**src/rtl/c2_pkg.sv**
```systemverilog
// Shared encodings for the bit-serial two's-complement sequencer:
// operation codes and FSM state encodings.
package c2_pkg;

  typedef enum logic [1:0] {
    OP_ADD  = 2'b00,
    OP_SUB  = 2'b01,
    OP_NEG  = 2'b10,
    OP_PASS = 2'b11
  } c2_op_e;

  typedef enum logic [1:0] {
    S_IDLE = 2'b00,
    S_RUN  = 2'b01,
    S_DONE = 2'b10
  } c2_state_e;

endpackage

```
**src/rtl/serial_fa_cell.sv**
```systemverilog
// 1-bit full adder built from two half-adder (xor/and) pairs and an or.
// The sequencer reuses this single cell for every bit position.
module serial_fa_cell (
  input  logic a,
  input  logic b,
  input  logic cin,
  output logic sum,
  output logic cout
);

  logic p_s;
  logic g_s;
  logic c2_s;

  assign p_s  = a ^ b;
  assign g_s  = a & b;
  assign sum  = p_s ^ cin;
  assign c2_s = p_s & cin;
  assign cout = g_s | c2_s;

endmodule

```
**src/rtl/serial_c2_sequencer.sv**
```systemverilog
// Bit-serial add/subtract/negate/pass unit. One full-adder cell is stepped
// LSB-first over WIDTH cycles; the result is assembled in an internal shift
// register and copied to the result port only when the operation completes.
// Optional feature: define OVF_FLAG_EN to add the signed-overflow output ovf.
module serial_c2_sequencer
  import c2_pkg::*;
#(
  parameter int WIDTH = 5
) (
  input  logic             clk,
  input  logic             reset,
  input  logic             start,
  input  logic [1:0]       op,
  input  logic [WIDTH-1:0] a,
  input  logic [WIDTH-1:0] b,
  output logic             ready,
  output logic             busy,
  output logic             done,
  output logic [WIDTH-1:0] result,
`ifdef OVF_FLAG_EN
  output logic             cout,
  output logic             ovf
`else
  output logic             cout
`endif
);

  localparam int CW = $clog2(WIDTH);
  localparam logic [CW-1:0] LAST_BIT = CW'(WIDTH - 1);

  c2_state_e        state_r;
  c2_state_e        state_s;
  logic             accept_s;
  logic [CW-1:0]    cnt_r;
  logic [WIDTH-1:0] x_r;
  logic [WIDTH-1:0] y_r;
  logic             carry_r;
  // Holds the WIDTH-1 low result bits; the final sum bit joins them at completion.
  logic [WIDTH-2:0] acc_r;
  logic [WIDTH-1:0] acc_full_s;
  logic [WIDTH-1:0] x_ld_s;
  logic [WIDTH-1:0] y_ld_s;
  logic             cin_ld_s;
  logic             sum_s;
  logic             carry_s;
  logic             ready_r;
  logic             busy_r;
  logic             done_r;
  logic [WIDTH-1:0] result_r;
  logic             cout_r;
`ifdef OVF_FLAG_EN
  logic             ovf_r;
`endif

  serial_fa_cell u_fa (
    .a    (x_r[0]),
    .b    (y_r[0]),
    .cin  (carry_r),
    .sum  (sum_s),
    .cout (carry_s)
  );

  // New sum bit on top of the bits collected so far.
  assign acc_full_s = {sum_s, acc_r};

  // Next-state logic: accept only from IDLE/DONE, finish after the last bit.
  always_comb begin
    state_s  = state_r;
    accept_s = 1'b0;
    case (state_r)
      S_IDLE: begin
        if (start) begin
          state_s  = S_RUN;
          accept_s = 1'b1;
        end else begin
          state_s  = S_IDLE;
        end
      end
      S_RUN: begin
        if (cnt_r == LAST_BIT) begin
          state_s = S_DONE;
        end else begin
          state_s = S_RUN;
        end
      end
      S_DONE: begin
        if (start) begin
          state_s  = S_RUN;
          accept_s = 1'b1;
        end else begin
          state_s  = S_IDLE;
        end
      end
      default: begin
        state_s = S_IDLE;
      end
    endcase
  end

  // Operand preconditioning: subtraction and negation become x + ~y + 1.
  always_comb begin
    x_ld_s   = a;
    y_ld_s   = {WIDTH{1'b0}};
    cin_ld_s = 1'b0;
    case (op)
      OP_ADD: begin
        x_ld_s   = a;
        y_ld_s   = b;
        cin_ld_s = 1'b0;
      end
      OP_SUB: begin
        x_ld_s   = a;
        y_ld_s   = ~b;
        cin_ld_s = 1'b1;
      end
      OP_NEG: begin
        x_ld_s   = {WIDTH{1'b0}};
        y_ld_s   = ~a;
        cin_ld_s = 1'b1;
      end
      OP_PASS: begin
        x_ld_s   = a;
        y_ld_s   = {WIDTH{1'b0}};
        cin_ld_s = 1'b0;
      end
      default: begin
        x_ld_s   = a;
        y_ld_s   = {WIDTH{1'b0}};
        cin_ld_s = 1'b0;
      end
    endcase
  end

  // Datapath, FSM state and registered status/result outputs.
  always_ff @(posedge clk) begin
    if (reset) begin
      state_r  <= S_IDLE;
      cnt_r    <= {CW{1'b0}};
      x_r      <= {WIDTH{1'b0}};
      y_r      <= {WIDTH{1'b0}};
      carry_r  <= 1'b0;
      acc_r    <= {(WIDTH-1){1'b0}};
      ready_r  <= 1'b1;
      busy_r   <= 1'b0;
      done_r   <= 1'b0;
      result_r <= {WIDTH{1'b0}};
      cout_r   <= 1'b0;
`ifdef OVF_FLAG_EN
      ovf_r    <= 1'b0;
`endif
    end else begin
      state_r <= state_s;
      ready_r <= (state_s == S_IDLE) || (state_s == S_DONE);
      busy_r  <= (state_s == S_RUN);
      done_r  <= (state_s == S_DONE);
      if (accept_s) begin
        x_r     <= x_ld_s;
        y_r     <= y_ld_s;
        carry_r <= cin_ld_s;
        cnt_r   <= {CW{1'b0}};
        acc_r   <= {(WIDTH-1){1'b0}};
      end else if (state_r == S_RUN) begin
        x_r     <= x_r >> 1;
        y_r     <= y_r >> 1;
        carry_r <= carry_s;
        cnt_r   <= cnt_r + CW'(1);
        acc_r   <= acc_full_s[WIDTH-1:1];
        if (cnt_r == LAST_BIT) begin
          result_r <= acc_full_s;
          cout_r   <= carry_s;
`ifdef OVF_FLAG_EN
          // carry_r is the carry into the MSB on the final step.
          ovf_r    <= carry_r ^ carry_s;
`endif
        end
      end
    end
  end

  assign ready  = ready_r;
  assign busy   = busy_r;
  assign done   = done_r;
  assign result = result_r;
  assign cout   = cout_r;
`ifdef OVF_FLAG_EN
  assign ovf    = ovf_r;
`endif

endmodule
```
**config.mk**
```make
export PLATFORM = sky130hd
export DESIGN_NAME = serial_c2_sequencer
export DESIGN_NICKNAME = d
export VERILOG_FILES = /design/src/rtl/c2_pkg.sv /design/src/rtl/serial_fa_cell.sv /design/src/rtl/serial_c2_sequencer.sv
export SDC_FILE = /design/constraint.sdc
export NUM_CORES = 1
export LEC_CHECK = 0
export ABC_AREA = 0
export CORE_UTILIZATION = 46
export DETAILED_ROUTE_END_ITERATION = 8
export PLACE_DENSITY = 0.82
export SLEW_MARGIN = 40
export SYNTH_ARGS = -nofsm -noshare
export SYNTH_HDL_FRONTEND = slang
export SYNTH_HIERARCHICAL = 1
export SYNTH_SLANG_ARGS = --single-unit
```
**constraint.sdc**
```tcl
create_clock -name clk -period 1.3 [get_ports clk]
set_input_delay 0.26 -clock clk [delete_from_list [all_inputs] [get_ports clk]]
set_output_delay 0.26 -clock clk [all_outputs]
set_load 0.01 [all_outputs]
```
## Word level (Yosys, flattened, before mapping)

Index checks and enable logic that the tools add are counted.

| operators by class | value |
|---|---|
| reductions and logical operators | 11 |
| bitwise operators | 8 |
| muxes and demuxes | 14 |
| equality and inequality tests | 8 |
| $add $sub $neg | 1 |

Operator list:

| operator | number |
|---|---|
| 5-bit 2-to-1 mux | 4 |
| 5-bit one-hot mux with 4 select lines | 1 |
| 5-bit inverter | 2 |
| 5-bit one-hot mux with 2 select lines | 1 |
| 2-bit == test, second input constant | 4 |
| 2-bit OR reduction | 4 |
| 2-bit by 1-bit == test with 1-bit output, second input constant | 3 |
| 2-bit zero test | 3 |
| 1-bit 2-to-1 mux | 5 |
| 2-bit one-hot mux with 2 select lines | 1 |
| 3-bit by 1-bit adder with 3-bit output, second input constant | 1 |
| 3-bit == test, second input constant | 1 |
| 3-bit AND reduction | 1 |
| 3-bit OR reduction | 1 |
| 1-bit AND | 2 |
| 2-bit 2-to-1 mux | 1 |
| 1-bit one-hot mux with 2 select lines | 1 |
| 2-bit nonzero test | 1 |
| 1-bit bitwise XOR | 2 |
| 1-bit logical OR | 1 |
| 1-bit inverter | 1 |
| 1-bit OR | 1 |

| word-level totals | value |
|---|---|
| register bits after elaboration | 29 |
| output and inout port bits | 9 |
| logic and storage cells | 53 |

## Depth between registers and ports, before layout

Gate-level depths: netlist of the first run.

| logic depth | value |
|---|---|
| depth in word-level cells | 5 |
| depth in mapped cells | 6 |
| depth with buffers taken out | 5 |

## By module

The synthesis of the first run kept the hierarchy.

By module, submodules not included:

| module | area an instance (µm²) | instances | cells an instance | sequential area each (µm²) |
|---|---|---|---|---|
| serial_c2_sequencer | 1362.6 | 1 | 144 | 580.6 |
| serial_fa_cell | 20.0 | 1 | 1 | 0.0 |

## Least setup slack after synthesis of the first run

OpenSTA, ideal clock, no wires.

| timing | value |
|---|---|
| kind | input to register |
| from | input port op[0] |
| to | register y_r[3] |
| setup slack | 5 ps |
| setup time | 135 ps |
| stages on the path | 5 |
| path buffers | 1 |
| arrival | 1160 ps |
| path through | inv_1 > ha_1 > buf_6 > a2111oi_0 > nor4_1 |

| between the ends | value |
|---|---|
| cells in the longest elaborated chain, start to end | 3 |
| elaborated cells between the ends (all ways) | 6 |

Ends and longest elaborated chain:

| element | line | RTL |
|---|---|---|
| start, declared | serial_c2_sequencer.sv:13 | `input logic [1:0] op,` |
| 2-bit == test (tied with other cells) | serial_c2_sequencer.sv:105 | `case (op)` |
| 5-bit one-hot mux with 4 select lines (*) | serial_c2_sequencer.sv:105 |  |
| 5-bit 2-to-1 mux (*) | serial_c2_sequencer.sv:156 | `if (accept_s) begin` |
| end signal, assigned | serial_c2_sequencer.sv:140 | `y_r <= {WIDTH{1'b0}};` |
| end signal, assigned | serial_c2_sequencer.sv:158 | `y_r <= y_ld_s;` |
| end signal, assigned | serial_c2_sequencer.sv:164 | `y_r <= y_r >> 1;` |
| end, declared | serial_c2_sequencer.sv:36 | `logic [WIDTH-1:0] y_r;` |

Every way passes the cells marked *; elsewhere a longest branch is shown, timed or not.
A chain may end at the register's enable or synchronous reset.

## Worst setup path in the final report of the first run

| timing | value |
|---|---|
| from | input port op[0] |
| to | register y_r[1] |

Same word-level chain as after synthesis.

==> results of run 1 <==
stage by stage:
stage / setup TNS [ns] / cells / hold slack, ns
floorplan: 0 / 145 / 0.338
global placement: -6.19 / 212 / 0.446
detailed placement: -7.24 / 212 / 0.467
CTS: 0 / 220 / 0.480
global route: 0 / 221 / 0.498
finish: 0 / 221 / 0.472
power by group:
| group | internal, µW | total (µW) | switching [µW] |
|---|---|---|---|
| Combinational | 179 | 343 | 163 |
| Sequential | 928 | 954 | 26.0 |
| Clock | 203 | 539 | 336 |
path summary, 6_finish.rpt:
kind,start,slack [ns],endpoint,depth (start not counted)
min,cnt_r[0]$_SDFFE_PP0N_,0.47,cnt_r[0]$_SDFFE_PP0N_,2
max reg2reg,cnt_r[1]$_SDFFE_PP0N_,0.07,result[4]$_SDFFE_PP0P_,6
max,op[0],0.05,y_r[1]$_SDFFE_PP0P_,6
min reg2reg,cnt_r[0]$_SDFFE_PP0N_,0.47,cnt_r[0]$_SDFFE_PP0N_,2
area by class of cell:
| cell class | count | area (µm²) |
|---|---|---|
| Clock buffer | 5 | 37.5 |
| Clock inverter | 3 | 17.5 |
| Sequential cell | 29 | 584 |
| Tap cell | 31 | 38.8 |
| Fill cell | 236 | 940 |
| Timing Repair Buffer | 46 | 405 |
| Inverter | 4 | 15.0 |
| Multi-Input combinational cell | 103 | 767 |
layer usage:
metal,GRT usage,vias up
li1,-,588
met1,0.199,585
met2,0.401,44
met3,0.0599,8
met4,0.0976,0
met5,0,-
cell usage after synthesis:
cell	n	area share
a311oi_1	1	0.0063
buf_6	3	0.024
nand2b_4	1	0.010
clkbuf_1	2	0.0054
nor4_2	1	0.0090
nor2b_1	2	0.0090
a32oi_1	1	0.0063
nor4_1	3	0.014
nor3_1	4	0.014
nand4b_1	1	0.0063
inv_1	4	0.011
mux2i_1	6	0.043
and2b_2	1	0.0063
nand2_1	16	0.043
a22oi_1	3	0.016
nor2_1	16	0.043
xor2_1	1	0.0063
dfxtp_1	29	0.42
buf_2	2	0.0072
o311ai_0	1	0.0063
buf_12	1	0.014
and2b_1	1	0.0054
nand3b_1	2	0.011
fa_1	1	0.014
ha_1	6	0.054
nand2b_1	3	0.014
nor3b_1	6	0.033
nor3b_4	1	0.014
nor3b_2	2	0.018
or2_1	1	0.0045
a2111oi_4	1	0.020
a2111oi_0	3	0.019
buf_4	1	0.0054
a21oi_1	13	0.047
nand3_1	5	0.018
sequential cells by signal, summed over array words and instances, names as in the netlist:
register	cells
result	5
x_r	5
y_r	5
acc_r	4
cnt_r	3
state_r	2
busy	1
carry_r	1
cout	1
done	1
ready	1
what timing repair did:
action                     CTS  global route
setup buffers                0             1
cloned                       0             0
pin swaps                    4             2
hold endpoints to repair     0             0
setup endpoints to repair   18            17
resized for setup           25             9
cell families (layout without fill, tap and decap cells):
kind of cell / count (synthesis) / in the layout
and+or+nand+nor: 66 / 66
DFF: 29 / 29
AOI/OAI and AO/OA: 23 / 23
buffers and inverters: 13 / 58
adders and majority gates: 7 / 7
muxes: 6 / 6
xor gates and xnor gates: 1 / 1
worst max-delay path: stages:
cell	delay (ns)
dlygate4sd2_1	0.25
buf_4	0.13
ha_1	0.25
nor3b_2	0.17
a2111oi_1	0.31
nor4_1	0.10
==> summary.md, run 1 <==
| Metric | Value |
|---|---|
| Post-Syn Area | `0.00138 mm²` |
| Fraction of layout cells with a size suffix above 1 | `0.284` |
| Detail Route met2 WL | `1640 µm` |
| Ports | `24` |
| Synth Area in Simple Gates | `0.272` |
| Mux cell area share after synthesis | `0.0434` |
| Aggregate global-route resource usage | `0.208` |
| First-pass GRT wire length | `5090 µm` |
| Number of H-tree levels | `2` |
| CTS tree | `yes` |
| Largest net degree at the start of global routing | `17` |
| Static Leakage | `0.000792 µW` |
| Post-Synth Adder-Cell Area | `0.0688` |
| Final wirelength | `3060 µm` |
| Final Util | `0.665` |
| Starting density of the core | `0.493` |
| Synth Instances | `145` |
| Setup WS post-layout | `0.0462 ns` |
| Seq/Total Area, Yosys | `0.420` |
| Largest fanout on the critical path | `5` |
| Core Region | `0.00281 mm²` |
| RSZ-0062 raised after global routing | `false` |
| Largest family of logic cells by synthesized area | `simple AND/OR/NAND/NOR gates` |
| Final hold vios | `0` |
| Synth Area in Compound Gates | `0.121` |
| Worst setup EP type | `flop` |
| Die width | `56.8 µm` |
| CTS root buf | `clkbuf_4` |
| Port bufs | `23` |
| Syn_nets | `167` |
| Post-route total power | `1840 µW` |
| DRC viols | `2` |
| Status | `complete, but fails checks` |
| Synth Register Bits | `29` |
| Synth warnings | `6` |
| Most frequent cells in the layout | `26 x dfxtp_1, 21 x buf_4, 16 x nor2_1, 16 x nand2_1, 13 x a21oi_1` |
| Metal3 WL | `153 µm` |
| Die Area | `0.00323 mm²` |
| Final nets | `211` |
| Post-DRT Antenna Nets | `0` |
| Fin crit share | `0.964` |
| Startpoint class of the critical path | `input pin` |
| Slew HR | `0.749` |
| Maximum VDD drop | `0.000680 V` |
| Highest Clock Rate | `0.798 GHz` |
| Vias in the first global route | `1228` |
| Routed vias/inst | `5.54` |
| PwrDens | `984 mW/mm²` |
| Tmin final | `1.25 ns` |
| Total CTS buffers | `5` |
| Die H | `56.8 µm` |
| Most common cell after layout, fill and taps aside | `dfxtp_1` |
| Clock transition at path regs | `0.10 ns` |
| Drt pass-1 iters | `6` |
| Dpl hpwl | `2260 µm` |
| Failing checks | `DRC` |
| WL met1 | `1200 µm` |
| Cts hold-fix bufs | `0` |
| Post-Synth XOR/XNOR Area | `0.00633` |
| Pre-CTS WS | `-0.684 ns` |
| Syn avg cell area | `9.54 µm²` |
| Setup-failing EPs final | `0` |
| Placed cell area | `0.00175 mm²` |
| HP Class | `flop to flop` |
| CP required | `1.52 ns` |
| Total gr overflow | `0` |
| Syn-to-layout area delta | `34.9%` |
| Via count | `1225` |
| Clk sinks | `29` |
| 1st-iter DRT viols | `37` |
| Worst-case clock buffer depth | `2` |
| Routed WL per cell | `13.8 µm` |
| Category of the most critical setup path | `input pin to flop` |
| Worst Path Arrival | `1.47 ns` |
| Clk_skew | `0.0103 ns` |
| Slew @ Worst Pin | `0.375 ns` |
| Num rows | `19` |
| N_diodes | `0` |
| Slew Limit Fails | `0` |
| GP Congestion | `0.779` |
| Design Area, Final | `0.00187 mm²` |
| DR top layer | `met4` |
| Cell variety after synth | `35` |
| Initial antenna violation count | `0` |
| Latest clock arrival within the worst-skew pair | `0.34 ns` |
| Max Cap Viol | `0` |
Power figures use the tool's default switching activity.
==> run 2, diff against run 1 <==
CTS_BUF_LIST = sky130_fd_sc_hd__clkbuf_16   (was default)
==> summary.md, run 2 (synthesis results as in run 1) <==
| Metric | Value |
|---|---|
| Port bufs | `23 (unchanged)` |
| Core Region | `0.00281 mm² (unchanged)` |
| N_diodes | `0 (unchanged)` |
| Post-route total power | `2420 µW (+32%)` |
| Syn-to-layout area delta | `46.0%` |
| Clock transition at path regs | `0.05 ns (-0.05 ns)` |
| Final nets | `210 (-0.47%)` |
| Die H | `56.8 µm (unchanged)` |
| Slew HR | `0.783 (+0.0337)` |
| Ports | `24 (unchanged)` |
| Die width | `56.8 µm (unchanged)` |
| Tmin final | `1.24 ns (-0.0172 ns)` |
| Fillers | `210 (-11%)` |
| CTS root buf | `clkbuf_16` |
| Most common cell after layout, fill and taps aside | `dfxtp_1` |
| Cell Int Power | `1820 µW (+39%)` |
| Max Cap Viol | `0 (unchanged)` |
| Fin crit share | `0.951 (-0.0132)` |
| Slew Limit Fails | `0 (unchanged)` |
| Die Area | `0.00323 mm² (unchanged)` |
| First-pass GRT wire length | `5480 µm (+7.7%)` |
| CP max stage cell | `dfxtp_1` |
| Most frequent cells in the layout | `26 x dfxtp_1, 18 x buf_4, 16 x nor2_1, 16 x nand2_1, 13 x a21oi_1` |
| Largest net degree at the start of global routing | `17 (unchanged)` |
| Drt pass-1 iters | `6 (unchanged)` |
| Fraction of layout cells with a size suffix above 1 | `0.328 (+0.0438)` |
| Maximum VDD drop | `0.000860 V (+26%)` |
| GP Congestion | `0.779 (unchanged)` |
| Clock power frac | `0.450 (+0.156)` |
| Final hold vios | `0 (unchanged)` |
| Ordered list of cells on the worst path | `and2b_2, buf_4, a22oi_1, a21oi_1` |
| Starting density of the core | `0.493 (unchanged)` |
| Post-DRT Antenna Nets | `0 (unchanged)` |
| Worst Path Arrival | `1.39 ns (-0.08 ns)` |
| Startpoint class of the critical path | `flop` |
| Sw Ratio | `0.247 (-0.0387)` |
| Initial antenna violation count | `0 (unchanged)` |
| Vias in the first global route | `1248 (+1.6%)` |
| Worst-case clock buffer depth | `2 (unchanged)` |
| Routed WL per cell | `15.5 µm (+12%)` |
| Seq pwr share | `0.397 (-0.123)` |
| PwrDens | `1200 mW/mm² (+22%)` |
| Setup-failing EPs final | `0 (unchanged)` |
| Crit path buffers/inverters | `1 (-1)` |
| Final wirelength | `3420 µm (+12%)` |
| Non-filler cells, final | `220 (-0.45%)` |
| Dpl cells | `212 (unchanged)` |
| Final Util | `0.719 (+0.0544)` |
| HP Class | `flop to flop` |
| 1st-iter DRT viols | `40 (+8.1%)` |
| Aggregate global-route resource usage | `0.231 (+0.0232)` |
| Comb power frac | `0.154 (-0.033)` |
| Via count | `1248 (+1.9%)` |
| Category of the most critical setup path | `flop to flop` |
| Num rows | `19 (unchanged)` |
| Latest clock arrival within the worst-skew pair | `0.27 ns (-0.07 ns)` |
| DRC viols | `3 (+1)` |
| CTS tree | `yes` |
| Cell family with most CP delay | `flip-flops` |
| Clk_skew | `0.00380 ns (-0.00651 ns)` |
| Highest Clock Rate | `0.809 GHz (+1.4%)` |
| Worst setup EP type | `flop` |
| Slew @ Worst Pin | `0.325 ns (-0.0502 ns)` |
| Dpl hpwl | `2260 µm (unchanged)` |
| Status | `complete, but fails checks` |
| Number of H-tree levels | `2 (unchanged)` |
| Total gr overflow | `0 (unchanged)` |
| Total CTS buffers | `5 (unchanged)` |
| CP required | `1.45 ns (-0.07 ns)` |
| Failing checks | `DRC` |
| CP peak stage delay | `0.34 ns (+0.03 ns)` |
| Clk sinks | `29 (unchanged)` |
| Static Leakage | `0.000841 µW (+6.1%)` |
| Switching pwr | `598 µW (+14%)` |
| Largest fanout on the critical path | `6 (+1)` |
| Routed vias/inst | `5.67 (+2.3%)` |
| Cts hold-fix bufs | `0 (unchanged)` |
[run 2: final timing paths]
path,depth (start not counted),slack [ns],startpoint,end
worst min register to register,2,0.47,cnt_r[0]$_SDFFE_PP0N_,cnt_r[0]$_SDFFE_PP0N_
worst max register to register,4,0.06,state_r[1]$_SDFF_PP0_,x_r[1]$_SDFFE_PP0P_
worst max-delay path,4,0.06,state_r[1]$_SDFF_PP0_,x_r[1]$_SDFFE_PP0P_
worst min-delay path,2,0.47,cnt_r[0]$_SDFFE_PP0N_,cnt_r[0]$_SDFFE_PP0N_
[run 2: metrics by stage]
| stage | area (µm²) | TNS [ns] | setup WS (ns) | hold WS (ns) |
|---|---|---|---|---|
| 6_report | 2020 | 0 | 0.0633 | 0.468 |
| 5_1_grt | 2020 | -0.0208 | -0.0208 | 0.487 |
| 4_1_cts | 1980 | 0 | 0.000860 | 0.463 |
| 3_5_place_dp | 1750 | -7.24 | -0.684 | 0.467 |
| 3_3_place_gp | 1750 | -6.19 | -0.531 | 0.446 |
| 2_1_floorplan | 1380 | 0 | 0.00489 | 0.338 |
[run 2: per-layer routing]
metal,part of all wire,track usage,vias to the layer above
met4,0.032,0.132,0
met5,0,0,-
met2,0.54,0.415,48
met1,0.38,0.233,597
li1,-,-,591
met3,0.051,0.0737,12
[run 2: layout make-up]
class                           count  area [µm²]  share of cell area
Timing Repair Buffer               45         405               0.201
Clock inverter                      3        17.5             0.00868
Clock buffer                        5         125              0.0620
Tap cell                           31        38.8              0.0192
Multi-Input combinational cell    103         832               0.412
Inverter                            4        15.0             0.00744
Sequential cell                    29         584               0.290
[run 2: power by group through the flow]
| stage | clock network (µW) | registers, µW | logic [µW] |
|---|---|---|---|
| after floorplan | 0 | 969 | 187 |
| after global placement | 0 | 970 | 308 |
| after detailed placement | 0 | 973 | 318 |
| after CTS | 1100 | 957 | 352 |
| after global routing | 1140 | 963 | 398 |
| final | 1090 | 959 | 371 |
[run 2: worst reg2reg max path, stage by stage, from the launching register on]
cell	delay, ns
dfxtp_1	0.34
and2b_2	0.28
buf_4	0.17
a22oi_1	0.23
a21oi_1	0.10
[run 2: timing repair]
| action | CTS | global route |
|---|---|---|
| endpoints found under the setup margin | 20 | 18 |
| pin swaps | 14 | 4 |
| setup buffers | 0 | 0 |
| gates cloned | 0 | 0 |
| gates resized for setup | 37 | 16 |
